$ cat config.mk
export PLATFORM = sky130hd
export DESIGN_NAME = alu_op_sequencer_flat
export DESIGN_NICKNAME = d
export VERILOG_FILES = /design/src/rtl/alu_op_sequencer_pkg.sv /design/src/rtl/alu_op_sequencer_if.sv /design/src/rtl/alu_op_sequencer_result_mux.sv /design/src/rtl/alu_op_sequencer.sv /design/src/flat_wrapper.sv
export SDC_FILE = /design/constraint.sdc
export NUM_CORES = 1
export LEC_CHECK = 0
export CORE_MARGIN = 3
export CORE_UTILIZATION = 43
export CTS_BUF_LIST = sky130_fd_sc_hd__clkbuf_4
export DETAILED_ROUTE_END_ITERATION = 8
export PLACE_DENSITY = 0.92
export SLEW_MARGIN = 40
export SYNTH_ARGS = -nofsm -noshare
export SYNTH_HDL_FRONTEND = slang
export SYNTH_SLANG_ARGS = --single-unit
$ cat constraint.sdc
create_clock -name CLK -period 5.1 [get_ports CLK]
set_input_delay 1.02 -clock CLK [delete_from_list [all_inputs] [get_ports CLK]]
set_output_delay 1.02 -clock CLK [all_outputs]
set_load 0.02 [all_outputs]
$ cat src/rtl/alu_op_sequencer_pkg.sv
// Shared definitions for the ALU operation sequencer: FSM state encoding,
// opcode group codes, expected one-hot flag patterns and the divide opcode.
package alu_seq_pkg;

  typedef enum logic [1:0] {
    IDLE = 2'b00,
    WAIT = 2'b01,
    RESP = 2'b10
  } seq_state_t;

  // Opcode group, taken from ALU_FUN[3:2]
  localparam logic [1:0] GRP_ARITH = 2'b00;
  localparam logic [1:0] GRP_LOGIC = 2'b01;
  localparam logic [1:0] GRP_CMP   = 2'b10;
  localparam logic [1:0] GRP_SHIFT = 2'b11;

  // Expected flag vector per group, ordered {Arith, Logic, CMP, SHIFT}
  localparam logic [3:0] FLG_ARITH = 4'b1000;
  localparam logic [3:0] FLG_LOGIC = 4'b0100;
  localparam logic [3:0] FLG_CMP   = 4'b0010;
  localparam logic [3:0] FLG_SHIFT = 4'b0001;

  // Divide opcode; a zero divisor is rejected without touching the ALU
  localparam logic [3:0] FUN_DIV = 4'b0011;

  // Map an opcode group to the flag pattern the ALU must raise for it
  function automatic logic [3:0] grp_exp_flags(input logic [1:0] grp);
    logic [3:0] flg;
    case (grp)
      GRP_ARITH: flg = FLG_ARITH;
      GRP_LOGIC: flg = FLG_LOGIC;
      GRP_CMP:   flg = FLG_CMP;
      GRP_SHIFT: flg = FLG_SHIFT;
      default:   flg = FLG_ARITH;
    endcase
    return flg;
  endfunction

endpackage

$ cat src/rtl/alu_op_sequencer_if.sv
// Command / response handshake bundle of the ALU operation sequencer.
// master = control/bus logic issuing commands, slave = the sequencer.
interface alu_op_sequencer_if #(
  parameter int ALU_WIDTH = 16
);
  logic                 CMD_VALID;
  logic                 CMD_READY;
  logic [ALU_WIDTH-1:0] CMD_A;
  logic [ALU_WIDTH-1:0] CMD_B;
  logic [3:0]           CMD_FUN;

  logic                 RSP_VALID;
  logic                 RSP_READY;
  logic [ALU_WIDTH-1:0] RSP_DATA;
  logic                 RSP_CARRY;
  logic                 RSP_ERR;
  logic [3:0]           RSP_FUN;

  modport master (
    output CMD_VALID, CMD_A, CMD_B, CMD_FUN, RSP_READY,
    input  CMD_READY, RSP_VALID, RSP_DATA, RSP_CARRY, RSP_ERR, RSP_FUN
  );

  modport slave (
    input  CMD_VALID, CMD_A, CMD_B, CMD_FUN, RSP_READY,
    output CMD_READY, RSP_VALID, RSP_DATA, RSP_CARRY, RSP_ERR, RSP_FUN
  );

endinterface

$ cat src/rtl/alu_op_sequencer_result_mux.sv
// Result selection for the ALU sequencer: picks the result bus of the
// opcode group, gates the carry to the arithmetic group only and flags
// any deviation of the ALU flag vector from the group's one-hot pattern.
module alu_result_mux
  import alu_seq_pkg::*;
#(
  parameter int ALU_WIDTH = 16
) (
  input  logic [3:0]           i_fun,
  input  logic [ALU_WIDTH-1:0] i_arith,
  input  logic [ALU_WIDTH-1:0] i_logic,
  input  logic [ALU_WIDTH-1:0] i_cmp,
  input  logic [ALU_WIDTH-1:0] i_shift,
  input  logic                 i_carry,
  input  logic [3:0]           i_flags,
  output logic [ALU_WIDTH-1:0] o_data,
  output logic                 o_carry,
  output logic                 o_err
);

  logic [1:0] w_grp;
  assign w_grp = i_fun[3:2];

  // Group select, carry gating and flag compare
  always_comb begin
    o_data  = {ALU_WIDTH{1'b0}};
    o_carry = 1'b0;
    case (w_grp)
      GRP_ARITH: begin
        o_data  = i_arith;
        o_carry = i_carry;
      end
      GRP_LOGIC: o_data = i_logic;
      GRP_CMP:   o_data = i_cmp;
      GRP_SHIFT: o_data = i_shift;
      default:   o_data = {ALU_WIDTH{1'b0}};
    endcase
    o_err = (i_flags != grp_exp_flags(w_grp));
  end

endmodule

$ cat src/rtl/alu_op_sequencer.sv
// ALU operation sequencer: accepts one command at a time, drives the ALU
// operands, waits out the ALU latency, then returns the group-selected
// result with carry and a flag-consistency error bit.
// Optional build macro ALU_SEQ_STATS_EN adds saturating STAT_OPS/STAT_ERRS
// response counters.
module alu_op_sequencer
  import alu_seq_pkg::*;
#(
  parameter int ALU_WIDTH = 16,
  parameter int LATENCY   = 1
) (
  input  logic                 CLK,
  input  logic                 RST,
  alu_op_sequencer_if.slave    bus,
  output logic [ALU_WIDTH-1:0] ALU_A,
  output logic [ALU_WIDTH-1:0] ALU_B,
  output logic [3:0]           ALU_FUN,
  input  logic [ALU_WIDTH-1:0] Arith_OUT,
  input  logic [ALU_WIDTH-1:0] Logic_OUT,
  input  logic [ALU_WIDTH-1:0] CMP_OUT,
  input  logic [ALU_WIDTH-1:0] SHIFT_OUT,
  input  logic                 Carry_OUT,
  input  logic                 Arith_Flag,
  input  logic                 Logic_Flag,
  input  logic                 CMP_Flag,
  input  logic                 SHIFT_Flag
`ifdef ALU_SEQ_STATS_EN
  ,
  output logic [15:0]          STAT_OPS,
  output logic [15:0]          STAT_ERRS
`endif
);

  localparam int CW = $clog2(LATENCY + 1);
  localparam logic [CW-1:0] LAT_C = CW'(LATENCY);

  seq_state_t           r_state;
  logic [CW-1:0]        r_cnt;
  logic [ALU_WIDTH-1:0] w_data;
  logic                 w_carry;
  logic                 w_err;
  logic [3:0]           w_flags;
  logic                 w_div0;

  assign w_flags = {Arith_Flag, Logic_Flag, CMP_Flag, SHIFT_Flag};
  assign w_div0  = (bus.CMD_FUN == FUN_DIV) && (bus.CMD_B == {ALU_WIDTH{1'b0}});

  // Ready depends only on state and reset, never on CMD_VALID
  assign bus.CMD_READY = (r_state == IDLE) & ~RST;

  alu_result_mux #(
    .ALU_WIDTH (ALU_WIDTH)
  ) u_result_mux (
    .i_fun   (ALU_FUN),
    .i_arith (Arith_OUT),
    .i_logic (Logic_OUT),
    .i_cmp   (CMP_OUT),
    .i_shift (SHIFT_OUT),
    .i_carry (Carry_OUT),
    .i_flags (w_flags),
    .o_data  (w_data),
    .o_carry (w_carry),
    .o_err   (w_err)
  );

  // Sequencer FSM with registered ALU drive and response outputs
  always_ff @(posedge CLK or posedge RST) begin
    if (RST) begin
      r_state       <= IDLE;
      r_cnt         <= {CW{1'b0}};
      ALU_A         <= {ALU_WIDTH{1'b0}};
      ALU_B         <= {ALU_WIDTH{1'b0}};
      ALU_FUN       <= 4'b0000;
      bus.RSP_VALID <= 1'b0;
      bus.RSP_DATA  <= {ALU_WIDTH{1'b0}};
      bus.RSP_CARRY <= 1'b0;
      bus.RSP_ERR   <= 1'b0;
      bus.RSP_FUN   <= 4'b0000;
    end else begin
      case (r_state)
        IDLE: begin
          if (bus.CMD_VALID) begin
            bus.RSP_FUN <= bus.CMD_FUN;
            if (w_div0) begin
              // Rejected divide-by-zero: answer at once, ALU left untouched
              bus.RSP_VALID <= 1'b1;
              bus.RSP_DATA  <= {ALU_WIDTH{1'b0}};
              bus.RSP_CARRY <= 1'b0;
              bus.RSP_ERR   <= 1'b1;
              r_state       <= RESP;
            end else begin
              ALU_A   <= bus.CMD_A;
              ALU_B   <= bus.CMD_B;
              ALU_FUN <= bus.CMD_FUN;
              r_cnt   <= LAT_C;
              r_state <= WAIT;
            end
          end else begin
            r_state <= IDLE;
          end
        end
        WAIT: begin
          if (r_cnt != {CW{1'b0}}) begin
            r_cnt <= r_cnt - CW'(1);
          end else begin
            bus.RSP_VALID <= 1'b1;
            bus.RSP_DATA  <= w_data;
            bus.RSP_CARRY <= w_carry;
            bus.RSP_ERR   <= w_err;
            r_state       <= RESP;
          end
        end
        RESP: begin
          if (bus.RSP_READY) begin
            bus.RSP_VALID <= 1'b0;
            r_state       <= IDLE;
          end else begin
            r_state <= RESP;
          end
        end
        default: begin
          bus.RSP_VALID <= 1'b0;
          r_state       <= IDLE;
        end
      endcase
    end
  end

`ifdef ALU_SEQ_STATS_EN
  logic w_rsp_hs;
  assign w_rsp_hs = (r_state == RESP) && bus.RSP_VALID && bus.RSP_READY;

  // Saturating counters of completed responses and of errored responses
  always_ff @(posedge CLK or posedge RST) begin
    if (RST) begin
      STAT_OPS  <= 16'h0000;
      STAT_ERRS <= 16'h0000;
    end else if (w_rsp_hs) begin
      if (STAT_OPS != 16'hFFFF) begin
        STAT_OPS <= STAT_OPS + 16'h0001;
      end
      if (bus.RSP_ERR && (STAT_ERRS != 16'hFFFF)) begin
        STAT_ERRS <= STAT_ERRS + 16'h0001;
      end
    end
  end
`endif

endmodule

$ cat src/flat_wrapper.sv
// flat-port wrapper written by rule: the top's interface ports become plain ports
module alu_op_sequencer_flat import alu_seq_pkg::*;
#(
  parameter int ALU_WIDTH = 16,
  parameter int LATENCY   = 1
)
  (CLK, RST, ALU_A, ALU_B, ALU_FUN, Arith_OUT, Logic_OUT, CMP_OUT, SHIFT_OUT, Carry_OUT, Arith_Flag, Logic_Flag, CMP_Flag, SHIFT_Flag, bus_CMD_VALID, bus_CMD_A, bus_CMD_B, bus_CMD_FUN, bus_RSP_READY, bus_CMD_READY, bus_RSP_VALID, bus_RSP_DATA, bus_RSP_CARRY, bus_RSP_ERR, bus_RSP_FUN);
  alu_op_sequencer_if #(.ALU_WIDTH(ALU_WIDTH)) bus_i ();
  input  logic CLK;
  input  logic RST;
  output logic [ALU_WIDTH-1:0] ALU_A;
  output logic [ALU_WIDTH-1:0] ALU_B;
  output logic [3:0] ALU_FUN;
  input  logic [ALU_WIDTH-1:0] Arith_OUT;
  input  logic [ALU_WIDTH-1:0] Logic_OUT;
  input  logic [ALU_WIDTH-1:0] CMP_OUT;
  input  logic [ALU_WIDTH-1:0] SHIFT_OUT;
  input  logic Carry_OUT;
  input  logic Arith_Flag;
  input  logic Logic_Flag;
  input  logic CMP_Flag;
  input  logic SHIFT_Flag;
  input wire logic [$bits(bus_i.CMD_VALID)-1:0] bus_CMD_VALID;
  input wire logic [$bits(bus_i.CMD_A)-1:0] bus_CMD_A;
  input wire logic [$bits(bus_i.CMD_B)-1:0] bus_CMD_B;
  input wire logic [$bits(bus_i.CMD_FUN)-1:0] bus_CMD_FUN;
  input wire logic [$bits(bus_i.RSP_READY)-1:0] bus_RSP_READY;
  output wire logic [$bits(bus_i.CMD_READY)-1:0] bus_CMD_READY;
  output wire logic [$bits(bus_i.RSP_VALID)-1:0] bus_RSP_VALID;
  output wire logic [$bits(bus_i.RSP_DATA)-1:0] bus_RSP_DATA;
  output wire logic [$bits(bus_i.RSP_CARRY)-1:0] bus_RSP_CARRY;
  output wire logic [$bits(bus_i.RSP_ERR)-1:0] bus_RSP_ERR;
  output wire logic [$bits(bus_i.RSP_FUN)-1:0] bus_RSP_FUN;
  assign bus_i.CMD_VALID = bus_CMD_VALID;
  assign bus_i.CMD_A = bus_CMD_A;
  assign bus_i.CMD_B = bus_CMD_B;
  assign bus_i.CMD_FUN = bus_CMD_FUN;
  assign bus_i.RSP_READY = bus_RSP_READY;
  assign bus_CMD_READY = bus_i.CMD_READY;
  assign bus_RSP_VALID = bus_i.RSP_VALID;
  assign bus_RSP_DATA = bus_i.RSP_DATA;
  assign bus_RSP_CARRY = bus_i.RSP_CARRY;
  assign bus_RSP_ERR = bus_i.RSP_ERR;
  assign bus_RSP_FUN = bus_i.RSP_FUN;
  alu_op_sequencer #(.ALU_WIDTH(ALU_WIDTH), .LATENCY(LATENCY)) u_core (.CLK(CLK), .RST(RST), .bus(bus_i), .ALU_A(ALU_A), .ALU_B(ALU_B), .ALU_FUN(ALU_FUN), .Arith_OUT(Arith_OUT), .Logic_OUT(Logic_OUT), .CMP_OUT(CMP_OUT), .SHIFT_OUT(SHIFT_OUT), .Carry_OUT(Carry_OUT), .Arith_Flag(Arith_Flag), .Logic_Flag(Logic_Flag), .CMP_Flag(CMP_Flag), .SHIFT_Flag(SHIFT_Flag));
endmodule
; ---- After elaboration in Yosys (flattened, before gate mapping)
; Cells that the tools add are included.
[word_totals]
in_bits = 109
word_cells = 63
output_inout_bits = 60
reg_bits = 62
[classes]
n_bitwise = 3
add_sub_neg = 1
mux = 27
eq_ne = 12
reduce_logical = 10
[ops]
columns = cell, count
row1 = one-hot mux 16 bit (4 select lines), 1
row2 = two-way mux 16 bit, 3
row3 = one-hot mux 16 bit (2 select lines), 1
row4 = zero test 16 bit, 1
row5 = one-hot mux 4 bit (4 select lines), 1
row6 = two-way mux 1 bit, 12
row7 = two-way mux 2 bit, 4
row8 = != test 2 bit (second input constant), 4
row9 = AND reduction 4 bit, 2
row10 = equality test 2 bit (second input constant), 3
row11 = one-hot mux 1 bit (2 select lines), 3
row12 = one-hot mux 2 bit (3 select lines), 1
row13 = AND reduction 3 bit, 2
row14 = equality test 2 x 1 -> 1 bit (second input constant), 2
row15 = equality test 4 x 2 -> 1 bit (second input constant), 1
row16 = zero test 2 bit, 2
row17 = != test 4 bit, 1
row18 = one-hot mux 1 bit (3 select lines), 1
row19 = != test 2 x 1 -> 1 bit (second input constant), 1
row20 = NOT 1 bit, 2
row21 = AND reduction 2 bit, 1
row22 = nonzero test 2 bit, 1
row23 = bitwise AND 1 bit, 1
row24 = logical AND 1 bit, 1
row25 = subtractor 1 bit (second input constant), 1

; ---- Longest topological paths before layout
; Gate-level depths: netlist of run 1.
[logic_depth]
depth_word = 5
ltp_mapped = 6
mapped_depth_nobuf = 4

; ---- Hierarchy
; From an unflattened synthesis of run 1, not the netlist that was laid out.
[hier_totals]
cells_unflattened = 231
hier_area_um2 = 2945.3
[by_module_without_submodules]
columns = mod, seq_area_each_um2, area_per_inst_um2, cells_each, instances
row1 = alu_op_sequencer, 1551.5, 2482.4, 201, 1
row2 = alu_result_mux, 0.0, 462.9, 30, 1

; ---- Worst setup path after synthesis of run 1
; OpenSTA, ideal clock, no wires.
[synth_path]
path_type = input-to-reg
start = in bus_CMD_B[8]
end = reg u_core.bus.RSP_DATA[0]
setup_ns = 0.125
arrival_ns = 2.395
setup_slack_ns = 2.580
t_required_ns = 4.975
path_stages = 5
n_path_buf = 1
path_cell_list = nor4b_2 -> nand3_2 -> o31ai_4 -> buf_8 -> mux2_4
[synth_between]
elab_chain_len = 4
[synth_lines]
columns = element, line_no
row1 = "start, declared", flat_wrapper.sv:25  ; input wire logic [$bits(bus_i.CMD_B)-1:0] bus_CMD_B;
row2 = zero test 16 bit, alu_op_sequencer.sv:46  ; assign w_div0 = (bus.CMD_FUN == FUN_DIV) && (bus.CMD_B == {ALU_WIDTH{1'b0}});
row3 = logical AND 1 bit, alu_op_sequencer.sv:46
row4 = != test 2 x 1 -> 1 bit (no line), n/a
row5 = AND reduction 4 bit (no line), n/a
row6 = "end signal, assigned", alu_op_sequencer.sv:75  ; bus.RSP_DATA <= {ALU_WIDTH{1'b0}};
row7 = "end signal, assigned", alu_op_sequencer.sv:87  ; bus.RSP_DATA <= {ALU_WIDTH{1'b0}};
row8 = "end signal, assigned", alu_op_sequencer.sv:107  ; bus.RSP_DATA <= w_data;
row9 = "end, declared", alu_op_sequencer_if.sv:26  ; output CMD_READY, RSP_VALID, RSP_DATA, RSP_CARRY, RSP_ERR, RSP_FUN
; No other way between the ends.
; A chain may end at the register's enable or synchronous reset.

; ---- Worst setup path in the final report of run 1
[layout_path]
start = in RST
end = out bus_CMD_READY
[layout_between]
elab_chain_len = 2
[layout_lines]
columns = element, line_no
row1 = "start, declared", flat_wrapper.sv:10  ; input logic RST;
row2 = NOT 1 bit, alu_op_sequencer.sv:49  ; assign bus.CMD_READY = (r_state == IDLE) & ~RST;
row3 = bitwise AND 1 bit, alu_op_sequencer.sv:49
row4 = "end, declared", flat_wrapper.sv:28  ; output wire logic [$bits(bus_i.CMD_READY)-1:0] bus_CMD_READY;
; No other way between the ends.

==> load_flow_metrics.sql, run 1 <==
INSERT INTO impl_metrics (metric_group, metric, value, unit) VALUES
('timing', 'finalSetupTns', '0', 'ps'),
('cts', 'clock_sinks', '62', ''),
('floorplanning', 'coreArea', '6830', 'um^2'),
('synth', 'synthMostInstantiatedCell', 'dfrtp_1', ''),
('timing', 'maxClockFrequency', '0.304', 'GHz'),
('timing', 'hold_violations', '0', ''),
('critical_path', 'cp-start-kind', 'primary input', ''),
('finish', 'syn_to_final_growth', '63.9', '%'),
('global_route', 'grt.met3_usage', '8.95', '%'),
('critical_path', 'crit_path_cell_trace', 'clkdlybuf4s50_1, nor3_1, clkdlybuf4s50_1', ''),
('route', 'post_drt_via_cell_ratio', '5.14', ''),
('cts', 'hold_buf_cts', '0', ''),
('finish', 'final_cells', '479', ''),
('timing', 'max-slew-margin-rel', '52.1', '%'),
('floorplanning', 'design.portCount', '169', ''),
('timing', 'finClkSkew', '11.6', 'ps'),
('job', 'drv_cap', '0', ''),
('synth', 'ys_top_cells_by_count', 'dfrtp_1, mux2_2, and3_1, mux4_2, mux2_4', ''),
('global_route', 'global_route_wire_length_before_repair', '14200', 'um'),
('critical_path', 'worst_path_most_repeated_cell', 'clkdlybuf4s50_1', ''),
('timing', 'worst_pin_slew', '718', 'ps'),
('synth', 'mappedNetlistArea', '3050', 'um^2'),
('power_and_ir_drop', 'power-per-cell-area', '565', 'nW/um^2'),
('hold_path', 'worst_hold_class', 'reg -> reg', ''),
('timing', 'min_period_over_period', '64.4', '%'),
('route', 'wire_length_after_detailed_routing', '8740', 'um'),
('synth', 'synth_unique_cells', '35', ''),
('floorplanning', 'initial_core_util', '44.6', '%'),
('floorplanning', 'design.die.area', '8130', 'um^2'),
('synth', 'ys_seq_area_share', '50.9', '%'),
('finish', 'post_route_cells_drive_above_1_share', '26.9', '%'),
('cts', 'worstSkewPairLatency', '400', 'ps'),
('timing', 'period_needed', '3290', 'ps'),
('finish', 'antenna_cells_inserted', '0', ''),
('outcome', 'status', 'completed', ''),
('synth', 'synth_area_leaders', 'dfrtp_1, mux2_2, mux4_2, mux2_4, and3_1', ''),
('timing', 'timing.final.max_slew_violations', '0', ''),
('critical_path', 'timing.critical_path.slowest_stage_cell', 'clkdlybuf4s50_1', ''),
('cts', 'tritoncts.num_buffers', '9', ''),
('critical_path', 'slowest_delay', '640', 'ps'),
('global_route', 'antenna_found_initial', '0', ''),
('timing', 'grt_setup_unrepaired', 'false', ''),
('power_and_ir_drop', 'peakVddDrop', '361', 'uV'),
('cts', 'cts_max_path_buffers', '2', ''),
('placement', 'detailedPlacementHpwl', '6680', 'um'),
('timing', 'finalWorstSetupSlack', '1810', 'ps'),
('route', 'drc_errors', '0', ''),
('floorplanning', 'placement_rows', '30', ''),
('floorplanning', 'die_x', '90.2', 'um'),
('power_and_ir_drop', 'share_comb_of_total_power', '56.2', '%'),
('global_route', 'grtUsageMet1', '24.6', '%'),
('cts', 'buffers_inserted_during_post_cts_setup_optimization', '0', ''),
('synth', 'synth.largest_area_cell', 'dfrtp_1', ''),
('power_and_ir_drop', 'switching_power', '1.05', 'mW'),
('route', 'wire_per_inst', '18.2', 'um'),
('placement', 'finalWeightedCongestion', '0.789', ''),
('synth', 'ys_seq_elements', '62', ''),
('route', 'detailedRoute.firstPassIterationCount', '4', ''),
('critical_path', 'worstPathRequired', '4080', 'ps'),
('cts', 'post_cts_resize_count', '0', ''),
('power_and_ir_drop', 'design_power_total', '2.82', 'mW'),
('synth', 'synth-edff-count', '0', ''),
('timing', 'timing.final.setup_violations', '0', ''),
('synth', 'synth_warnings', '0', ''),
('global_route', 'pin_count_of_the_biggest_net_entering_global_routing', '33', ''),
('power_and_ir_drop', 'p_int', '1.77', 'mW'),
('critical_path', 'end_kind', 'primary output', ''),
('power_and_ir_drop', 'total_leakage_power', '2.05', 'nW'),
('global_route', 'busiest_layer_in_global_routing', 'met2', ''),
('cts', 'htreeDepth', '3', ''),
('critical_path', 'timing.critical_path.arrival', '2270', 'ps');
==> worst paths after layout <==
| kind | to | cells after the start | slack [ps] | start |
|---|---|---|---|---|
| worst max-delay path | bus_CMD_READY | 3 | 1810 | RST |
| worst min-delay path | u_core.bus.RSP_VALID$_DFFE_PP0P_ | 1 | 490 | u_core.bus.RSP_VALID$_DFFE_PP0P_ |
| worst max register to register | u_core.bus.RSP_DATA[11]$_DFFE_PP0P_ | 6 | 2660 | u_core.r_state[0]$_DFFE_PP0N_ |
| worst min register to register | u_core.bus.RSP_VALID$_DFFE_PP0P_ | 1 | 490 | u_core.bus.RSP_VALID$_DFFE_PP0P_ |
| max in group asynchronous | u_core.ALU_FUN[3]$_DFFE_PP0P_ | 3 | 3150 | RST |
| min in group asynchronous | u_core.ALU_A[13]$_DFFE_PP0P_ | 2 | 1060 | RST |
==> cell families (layout without fill, tap and decap cells) <==
family	count (synthesis)	count (layout)	synth area share [%]
AOI/OAI and AO/OA	15	15	3.69
muxes	72	72	33.6
buffers and inverters	18	194	3.04
and+or+nand+nor	40	40	8.74
DFF	62	62	50.9
==> state kept, by name, summed over array words and instances, names as in the netlist, 2 cells and up <==
register and flops:
u_core.bus.RSP_FUN 4, u_core.ALU_A 16, u_core.bus.RSP_DATA 16, u_core.ALU_B 16, u_core.ALU_FUN 4, u_core.r_state 2
==> stage by stage <==
step / hold WS (ps) / utilization [%]
finish: 493 / 73.1
global route: 510 / 73.1
CTS: 493 / 72.7
detailed placement: 469 / 70.7
global placement: 463 / 70.3
floorplan: 466 / -
==> power groups by stage <==
stage	clock network, mW	registers [mW]	logic (mW)
global route	0.373	0.933	1.68
detailed placement	0	0.909	1.58
global placement	0	0.897	1.53
finish	0.336	0.898	1.59
CTS	0.345	0.898	1.59
floorplan	0	1.13	0.651
==> layout by cell type, fill, tap and decap left out, types with 2 or more instances in the layout <==
| master | count |
|---|---|
| nand2_1 | 6 |
| clkdlybuf4s50_1 | 168 |
| nor4b_2 | 2 |
| buf_4 | 3 |
| nor2_1 | 2 |
| mux4_2 | 16 |
| nor4_1 | 2 |
| a21o_1 | 2 |
| buf_6 | 2 |
| o31ai_1 | 2 |
| clkbuf_4 | 10 |
| inv_1 | 3 |
| clkinv_2 | 2 |
| mux2_4 | 9 |
| nor3_1 | 2 |
| mux2_2 | 47 |
| clkinvlp_4 | 3 |
| nor2b_1 | 2 |
| o21ai_0 | 3 |
| dfrtp_1 | 61 |
| and3_1 | 16 |
==> layer usage <==
layer | share of wire, % | wire length [um] | up-vias
li1 | - | - | 1127
met1 | 38 | 3300 | 1213
met2 | 51 | 4500 | 110
met3 | 9.9 | 865 | 10
met4 | 0.85 | 74 | 0
met5 | 0 | 0 | -
==> final cells by class <==
type	count	area, um^2
clock buffer	10	75.1
timing repair buffer	174	1750
inverter	4	15.0
fill	481	1840
sequential	62	1550
clock inverter	6	62.6
tap	96	120
multi-input combinational	127	1420
==> worst max-delay path, delay by kind of cell <==
family / cells / cell delay [ps]
and+or+nand+nor: 1 / 160
buffers and inverters: 2 / 1080
(Power assumes the default switching activity.)
==> run 2: changes to the inputs <==
- CORE_UTILIZATION: 43 -> 40
- PLACE_DENSITY: 0.92 -> 0.87
- clock period: 5.1 -> 3.2 ns (I/O delays scaled with it)
==> run 2 against run 1 <==
Non-clock buffer count increased by 2. Sequential power rose by 58%. Core utilization is 5.2 points lower. Largest cell class unchanged. Critical path depth decreased by 1. Count of clock-buffer cells in the layout down 1.
==> load_flow_metrics.sql, run 2 (synthesized netlist as in run 1, its figures left out) <==
INSERT INTO impl_metrics (metric_group, metric, value, unit) VALUES
('outcome', 'status', 'completed', ''),
('critical_path', 'worstPathRequired', '2560', 'ps'),
('timing', 'maxClockFrequency', '0.383', 'GHz'),
('power_and_ir_drop', 'switching_power', '1.63', 'mW'),
('critical_path', 'timing_worst_setup_path_type', 'reg -> out', ''),
('critical_path', 'timing.critical_path.max_delay_family', 'flip-flops', ''),
('route', 'wire_length_after_detailed_routing', '8260', 'um'),
('placement', 'detailedPlacementHpwl', '6460', 'um'),
('route', 'drc_errors', '0', ''),
('power_and_ir_drop', 'share_comb_of_total_power', '56.3', '%'),
('floorplanning', 'design.die.area', '8700', 'um^2'),
('global_route', 'grt_remaining_overflow', '0', ''),
('placement', 'placement.setup.worst_slack', '368', 'ps'),
('floorplanning', 'die_x', '93.3', 'um'),
('power_and_ir_drop', 'p_int', '2.78', 'mW'),
('power_and_ir_drop', 'power_frac_seq', '32.1', '%'),
('cts', 'worstSkewPairLatency', '380', 'ps'),
('timing', 'finalWorstSetupSlack', '589', 'ps'),
('global_route', 'grt_pass1_vias', '2700', ''),
('finish', 'antenna_cells_inserted', '0', ''),
('power_and_ir_drop', 'design_power_total', '4.41', 'mW'),
('hold_path', 'min_delay_path_depth', '1', ''),
('floorplanning', 'initial_core_util', '41.6', '%'),
('global_route', 'global_route_wire_length_before_repair', '13500', 'um'),
('power_and_ir_drop', 'swShare', '36.9', '%'),
('critical_path', 'critPathBufInv', '1', ''),
('hold_path', 'worst_hold_class', 'reg -> reg', ''),
('critical_path', 'timing.critical_path.arrival', '1970', 'ps'),
('floorplanning', 'die_y', '93.3', 'um'),
('timing', 'max-slew-margin-rel', '55.4', '%'),
('finish', 'layout.filler_cells', '556', ''),
('finish', 'final_common_cell', 'clkdlybuf4s50_1', ''),
('cts', 'root_buffer', 'clkbuf_4', ''),
('finish', 'most-common-layout-cells', 'clkdlybuf4s50_1, dfrtp_1, mux2_2', ''),
('floorplanning', 'design.portCount', '169', ''),
('finish', 'largestRegisters', 'u_core.ALU_A: 16 flops, u_core.ALU_B: 16 flops, u_core.bus.RSP_DATA: 16 flops', ''),
('critical_path', 'cp-start-kind', 'flip-flop', ''),
('finish', 'post-route-util', '67.9', '%'),
('floorplanning', 'placement_rows', '31', ''),
('route', 'wire_per_inst', '17.1', 'um'),
('cts', 'hold_buf_cts', '0', ''),
('timing', 'finalSetupTns', '0', 'ps'),
('job', 'drv_cap', '0', ''),
('power_and_ir_drop', 'total_leakage_power', '2.05', 'nW'),
('global_route', 'pin_count_of_the_biggest_net_entering_global_routing', '32', ''),
('power_and_ir_drop', 'share_clk_of_total_power', '11.6', '%'),
('timing', 'period_needed', '2610', 'ps'),
('cts', 'htreeDepth', '3', ''),
('timing', 'grt_setup_unrepaired', 'false', ''),
('cts', 'path_clk_slew', '100', 'ps'),
('cts', 'clock_tree_from_tritoncts', 'built', ''),
('cts', 'buffers_inserted_during_post_cts_setup_optimization', '0', ''),
('cts', 'tritoncts.num_buffers', '9', ''),
('finish', 'final_nets', '489', ''),
('timing', 'timing.final.setup_violations', '0', ''),
('critical_path', 'crit_path_cell_trace', 'nor3_1, clkdlybuf4s50_1', ''),
('placement', 'finalWeightedCongestion', '0.713', ''),
('cts', 'cts_max_path_buffers', '2', ''),
('timing', 'finClkSkew', '14.9', 'ps'),
('timing', 'timing.final.max_slew_violations', '0', ''),
('route', 'num_vias', '2454', ''),
('global_route', 'grt_util_all_layers', '19.8', '%'),
('power_and_ir_drop', 'power-per-cell-area', '886', 'nW/um^2'),
('floorplanning', 'coreArea', '7330', 'um^2'),
('critical_path', 'worst_path_maximum_fanout', '25', ''),
('critical_path', 'worst_reg2reg_path_depth', '5', ''),
('finish', 'syn_to_final_growth', '63.3', '%'),
('finish', 'post_route_cells_drive_above_1_share', '26.6', '%'),
('timing', 'min_period_over_period', '81.6', '%'),
('timing', 'hold_violations', '0', ''),
('critical_path', 'slowest_delay', '650', 'ps'),
('global_route', 'antenna_found_initial', '0', ''),
('route', 'dr.first_iter.drc_count', '50', ''),
('cts', 'post_cts_resize_count', '0', ''),
('cts', 'clock_sinks', '62', ''),
('route', 'detailedRoute.firstPassIterationCount', '4', ''),
('power_and_ir_drop', 'peakVddDrop', '626', 'uV'),
('route', 'post_drt_via_cell_ratio', '5.08', ''),
('critical_path', 'end_kind', 'primary output', ''),
('route', 'detail-route-antenna-nets', '0', ''),
('critical_path', 'worst-path-stages', '2', ''),
('timing', 'worst_pin_slew', '670', 'ps'),
('critical_path', 'timing.critical_path.slowest_stage_cell', 'dfrtp_1', ''),
('placement', 'port_buffers', '168', '');
## run 2: cell count changes in the layout (fill, tap and decap cells not counted), moves of 2 or more
cell	previous run	this run
buf_4	3	8
buf_6	2	0
clkinv_4	0	2
clkinvlp_4	3	1
## run 2: power by group through the flow
stage          Clock, mW  Sequential [mW]  Combinational [mW]
6_report           0.513             1.42                2.48
5_1_grt            0.568             1.48                2.65
4_1_cts            0.531             1.42                2.51
3_5_place_dp           0             1.43                2.50
3_3_place_gp           0             1.41                2.46
2_1_floorplan          0             1.80                1.04
## run 2: per-layer routing
| layer | vias to the layer above | track usage (%) | part of all wire (%) |
|---|---|---|---|
| li1 | 1127 | - | - |
| met3 | 11 | 8.05 | 12 |
| met5 | - | 0 | 0 |
| met2 | 104 | 34.1 | 50 |
| met1 | 1212 | 22.6 | 37 |
| met4 | 0 | 5.98 | 1.1 |
## run 2: final cells by class
| type | instances | area, um^2 | area share, % |
|---|---|---|---|
| clock inverters | 6 | 63.8 | 1.28 |
| clock buffers | 9 | 67.6 | 1.36 |
| flip-flops and latches | 62 | 1550 | 31.2 |
| well taps | 99 | 124 | 2.49 |
| multi-input cells | 127 | 1420 | 28.4 |
| repair buffers | 176 | 1740 | 35.0 |
| inverters | 4 | 15.0 | 0.302 |
## run 2: per-stage QoR
stage	cells	area [um^2]	hold slack (ps)
2_1_floorplan	207	3050	466
3_3_place_gp	468	4850	465
3_5_place_dp	468	4850	469
4_1_cts	483	4980	494
5_1_grt	483	4980	534
6_report	483	4980	491
## run 2: path summary, 6_finish.rpt
kind,startpoint,end,slack [ps]
worst max-delay path,u_core.r_state[0]$_DFFE_PP0N_,bus_CMD_READY,590
worst min-delay path,u_core.bus.RSP_VALID$_DFFE_PP0P_,u_core.bus.RSP_VALID$_DFFE_PP0P_,490
worst max register to register,u_core.r_state[0]$_DFFE_PP0N_,u_core.bus.RSP_DATA[13]$_DFFE_PP0P_,1030
worst min register to register,u_core.bus.RSP_VALID$_DFFE_PP0P_,u_core.bus.RSP_VALID$_DFFE_PP0P_,490
max in group asynchronous,RST,u_core.bus.RSP_DATA[9]$_DFFE_PP0P_,1780
min in group asynchronous,RST,u_core.ALU_A[8]$_DFFE_PP0P_,710
